$ cat config.mk
export PLATFORM = sky130hd
export DESIGN_NAME = uart_tx_fifo
export DESIGN_NICKNAME = d
export VERILOG_FILES = /design/src/rtl/uart_tx_fifo.sv
export SDC_FILE = /design/constraint.sdc
export NUM_CORES = 1
export LEC_CHECK = 0
export BUFFER_PORTS_ARGS = -buffer_cell sky130_fd_sc_hd__buf_2
export CORE_MARGIN = 2
export CORE_UTILIZATION = 30
export DETAILED_ROUTE_END_ITERATION = 6
export HOLD_SLACK_MARGIN = 0.15
export PLACE_DENSITY = 0.56
export SETUP_SLACK_MARGIN = 0.15
export SLEW_MARGIN = 20
export SYNTH_ARGS = -nofsm -noshare
export SYNTH_HDL_FRONTEND = slang
export SYNTH_SLANG_ARGS = --single-unit
$ cat constraint.sdc
create_clock -name clk -period 3.1 [get_ports clk]
set_input_delay 0 -clock clk [delete_from_list [all_inputs] [get_ports clk]]
set_output_delay 0 -clock clk [all_outputs]
set_load 0.05 [all_outputs]
$ cat src/rtl/uart_tx_fifo.sv
// UART transmitter (8N1) fed by a small circular input FIFO.
// Define UART_TX_PARITY_EN to insert an even-parity bit between the data bits and the stop bit.
//
// state  | meaning
// IDLE   | line high, waiting for a buffered word
// START  | start bit (low) on the line
// DATA   | data bits, LSB first
// PARITY | even-parity bit (UART_TX_PARITY_EN builds only)
// STOP   | stop bit (high); done pulses on its last cycle
module uart_tx_fifo #(
    parameter int CLKS_PER_BIT = 4,
    parameter int DATA_WIDTH   = 8,
    parameter int FIFO_DEPTH   = 4
) (
    input  logic                  clk,
    input  logic                  rst_n,
    input  logic [DATA_WIDTH-1:0] in_data,
    input  logic                  in_valid,
    output logic                  in_ready,
    output logic                  q,
    output logic                  active,
    output logic                  done
);

    localparam int PW = $clog2(FIFO_DEPTH);
    localparam int CW = PW + 1;
    localparam int BW = $clog2(CLKS_PER_BIT);
    localparam int NW = $clog2(DATA_WIDTH);
    localparam logic [BW-1:0] BAUD_LAST  = BW'(CLKS_PER_BIT - 1);
    localparam logic [BW-1:0] BAUD_DONE  = BW'(CLKS_PER_BIT - 2);
    localparam logic [NW-1:0] BIT_LAST   = NW'(DATA_WIDTH - 1);
    localparam logic [CW-1:0] COUNT_FULL = CW'(FIFO_DEPTH);

    typedef enum logic [2:0] {
        IDLE,
        START,
        DATA,
`ifdef UART_TX_PARITY_EN
        PARITY,
`endif
        STOP
    } state_t;

    logic [DATA_WIDTH-1:0] mem [FIFO_DEPTH];
    logic [PW-1:0]         wr_ptr, rd_ptr;
    logic [CW-1:0]         count;
    logic                  push, pop;

    state_t                state, state_nxt;
    logic [BW-1:0]         baud_cnt, baud_nxt;
    logic [NW-1:0]         bit_cnt, bit_nxt;
    logic [DATA_WIDTH-1:0] shift_reg, shift_nxt;
    logic                  q_nxt, active_nxt, done_nxt;
    logic                  baud_end;
`ifdef UART_TX_PARITY_EN
    logic                  parity_bit;
`endif

    // in_ready reflects the pre-edge count, so a full FIFO refuses a push even while popping
    assign in_ready = (count != COUNT_FULL);
    assign push     = in_valid && in_ready;
    assign baud_end = (baud_cnt == BAUD_LAST);

    always_ff @(posedge clk) begin
        if (push) mem[wr_ptr] <= in_data;
    end

    always_ff @(posedge clk or negedge rst_n) begin
        if (!rst_n) begin
            wr_ptr <= '0;
            rd_ptr <= '0;
            count  <= '0;
        end else begin
            if (push) wr_ptr <= wr_ptr + 1'b1;
            if (pop)  rd_ptr <= rd_ptr + 1'b1;
            case ({push, pop})
                2'b10:   count <= count + 1'b1;
                2'b01:   count <= count - 1'b1;
                default: ;
            endcase
        end
    end

    always_comb begin
        state_nxt  = state;
        baud_nxt   = baud_end ? '0 : baud_cnt + 1'b1;
        bit_nxt    = bit_cnt;
        shift_nxt  = shift_reg;
        q_nxt      = q;
        active_nxt = active;
        done_nxt   = 1'b0;
        pop        = 1'b0;
        case (state)
            IDLE: begin
                baud_nxt   = '0;
                q_nxt      = 1'b1;
                active_nxt = 1'b0;
                if (count != '0) begin
                    pop        = 1'b1;
                    shift_nxt  = mem[rd_ptr];
                    state_nxt  = START;
                    q_nxt      = 1'b0;
                    active_nxt = 1'b1;
                end
            end
            START: begin
                if (baud_end) begin
                    state_nxt = DATA;
                    bit_nxt   = '0;
                    q_nxt     = shift_reg[0];
                end
            end
            DATA: begin
                if (baud_end) begin
                    if (bit_cnt == BIT_LAST) begin
`ifdef UART_TX_PARITY_EN
                        state_nxt = PARITY;
                        q_nxt     = parity_bit;
`else
                        state_nxt = STOP;
                        q_nxt     = 1'b1;
`endif
                    end else begin
                        bit_nxt   = bit_cnt + 1'b1;
                        shift_nxt = shift_reg >> 1;
                        q_nxt     = shift_reg[1];
                    end
                end
            end
`ifdef UART_TX_PARITY_EN
            PARITY: begin
                if (baud_end) begin
                    state_nxt = STOP;
                    q_nxt     = 1'b1;
                end
            end
`endif
            STOP: begin
                // registered done lands on the last stop-bit cycle
                done_nxt = (baud_cnt == BAUD_DONE);
                if (baud_end) begin
                    if (count != '0) begin
                        pop        = 1'b1;
                        shift_nxt  = mem[rd_ptr];
                        state_nxt  = START;
                        q_nxt      = 1'b0;
                        active_nxt = 1'b1;
                    end else begin
                        state_nxt  = IDLE;
                        q_nxt      = 1'b1;
                        active_nxt = 1'b0;
                    end
                end
            end
            default: state_nxt = IDLE;
        endcase
    end

    always_ff @(posedge clk or negedge rst_n) begin
        if (!rst_n) begin
            state     <= IDLE;
            baud_cnt  <= '0;
            bit_cnt   <= '0;
            shift_reg <= '0;
            q         <= 1'b1;
            active    <= 1'b0;
            done      <= 1'b0;
        end else begin
            state     <= state_nxt;
            baud_cnt  <= baud_nxt;
            bit_cnt   <= bit_nxt;
            shift_reg <= shift_nxt;
            q         <= q_nxt;
            active    <= active_nxt;
            done      <= done_nxt;
        end
    end

`ifdef UART_TX_PARITY_EN
    always_ff @(posedge clk or negedge rst_n) begin
        if (!rst_n)   parity_bit <= 1'b0;
        else if (pop) parity_bit <= ^mem[rd_ptr];
    end
`endif

endmodule

==> impl_metrics.toml <==
[global_routing]
grt_max_degree = 26
grt.total_usage_pct = 10.61
grt_pass1_wl_um = 7962
grt_overflow = 0
first_global_vias = 1637
antenna_found_initial = 0

[die]
ios = 15
core_area_sq_um = 8636
rows = 34
initial_core_util_pct = 30.63
die_width_um = 97.90
chipHeight_um = 97.90
dieArea_sq_um = 9583

[timing]
setup_viol = 0
finalSetupTns_ps = 0
fin_skew_ps = 10.60
max_freq_mhz = 402.9
slew_violations = 0
finalHoldViolations = 0
relSlewSlack_pct = 39.02
worstMarginPinSlew_ps = 914.7
fin_crit_sh_pct = 80.07
rsz0062_at_grt = "false"
post-route-min-period_ps = 2482
fin_hold_ws_ps = 208.8

[setup_path]
start_kind = "flop"
timing.rr.end = "count[2]"
crit_required_ps = 3370
crit_start = "state[0]"
crit_fanout = 11
r2r_start = "state[0]"
reg2reg_depth = 9
cp.arrival_ps = 2750
rrSetupSlack_ps = 620
crit_path_end_kind = "flop"
worstSetupPathType = "reg2reg"

[yosys]
synth_flop_cell = "edfxtp_1"
synth-simple-area-share_pct = 8.846
yosys.area.top_type_share_pct = 36.33
synth_common_cells = "edfxtp_1, dfrtp_1, mux2i_1"
synth_compound_area_share_pct = 7.190
yosysUniqueCellTypes = 47
syn_nets = 211
synth_area_sq_um = 2645
synth.area.mux_share_pct = 11.31
synth-xor-area-share_pct = 1.987
yosys_warnings = 0
synth_area_leaders = "edfxtp_1, dfrtp_1, ha_1, mux2i_1, mux2_2"
netlist_instances = 186
synth_edf_count = 32
synth_top_family_by_area = "multiplexers"
synthMostInstantiatedCell = "edfxtp_1"
synth.avg_cell_area_sq_um = 14.22
yosys_register_bits = 57
synth-seq-area-share_pct = 60.03
yosys.area.top_type = "edfxtp_1"
synth-adder-area-share_pct = 6.906
async_reset_ff_share_pct = 43.86

[detailed_routing]
dr.pass1.iters = 4
wl_um = 4651
drt_drc_violations_left = 0
wl_per_cell_um = 14.22
ant_nets = 0
drtIter0Drc = 77
num_vias = 1530
via_per_inst = 4.679

[cts]
clk_pin_slew_ps = 80
cts_buffer_depth = 2
clk_latency_ps = 340
cts.htree.levels = 3
postCtsSetupBuffers = 0
clock-sinks = 57
cts_resized = 0
cts_root_buf = "clkbuf_8"
cts_tree = "built"
ctsHoldBuffers = 10
cts_buffers = 9

[cells_and_area]
nNetsFinal = 239
area_growth_pct = 17.69
fin_area_sq_um = 3113
drive_above_1_share_pct = 21.00
final_util_pct = 36.05
fill_cells = 827
n_antenna_cell = 0
largest_reg_flops = 32

[place]
placed_area_sq_um = 2804
port_buffers = 14
place.gp.congestion = 0.7303
place_hpwl_um = 3134

[pwr]
p_total_mw = 3.305
p_leak_nw = 1.280
vdd_drop_max_mv = 0.4794
powerDensity_nw_per_um2 = 1062

[status]
outcome = "finished, final reports clean"

[flow_run]
maxCapViolCount = 0

[worst_hold_path]
hold_class = "in2async"
==> worst max path at each step <==
stage	endpoint	slack (ps)
global route	count[2]	440
finish	count[2]	620
floorplan	count[2]	820
CTS	count[2]	630
detailed placement	count[2]	670
global placement	count[2]	780
==> through the flow <==
stage	std cells	setup slack, ps
finish	327	617.8
global route	327	442.9
CTS	327	625.9
detailed placement	301	666.5
global placement	301	782.3
floorplan	186	819.0
==> power by group <==
part           leakage [nW]  total [mW]  internal (mW)  switching (mW)
clock network         0.107       0.730          0.387           0.342
logic                 0.584        1.32          0.619           0.696
registers             0.589        1.26           1.07           0.188
total                  1.28        3.31           2.08            1.23
==> cells by family after synthesis <==
kind of cell / Yosys count
AOI/OAI and AO/OA: 25
muxes: 27
and+or+nand+nor: 36
buffers and inverters: 21
DFF: 57
xor gates and xnor gates: 6
adders and majority gates: 14
==> area by class of cell <==
class / instances / area (sq um) / area share (%)
Inverter: 14 / 52.55 / 1.688
Sequential cell: 57 / 1588 / 51.00
Clock inverter: 7 / 85.08 / 2.733
Timing Repair Buffer: 24 / 170.2 / 5.466
Tap cell: 108 / 135.1 / 4.341
Clock buffer: 9 / 123.9 / 3.979
Multi-Input combinational cell: 108 / 958.4 / 30.79
==> per-layer routing <==
layer / wire [um] / global-route usage [%] / up-vias
met5: 0 / 0 / -
met4: 89 / 4.274 / 0
met3: 156 / 3.865 / 8
met2: 2113 / 16.28 / 33
met1: 2292 / 13.64 / 740
li1: - / - / 749
==> placed cells by master (no fill, tap or decap), types with 5 or more instances in the layout <==
cell / count
mux2i_1: 16
mux2_2: 9
inv_1: 14
clkbuf_8: 9
dlygate4sd3_1: 10
buf_2: 14
ha_1: 13
dfrtp_1: 24
nor2b_1: 10
edfxtp_1: 32
nor3_1: 5
a221oi_1: 7
==> worst max-delay path: stages, from the launching register on <==
cell and delay (ps):
dfrtp_1 400, inv_1 90, ha_1 430, nor3_1 400
ha_1 260, inv_1 60, fa_1 370, xor2_1 150
nor2_1 100, xor2_1 150
No activity file was read; power rests on OpenSTA's default activity.
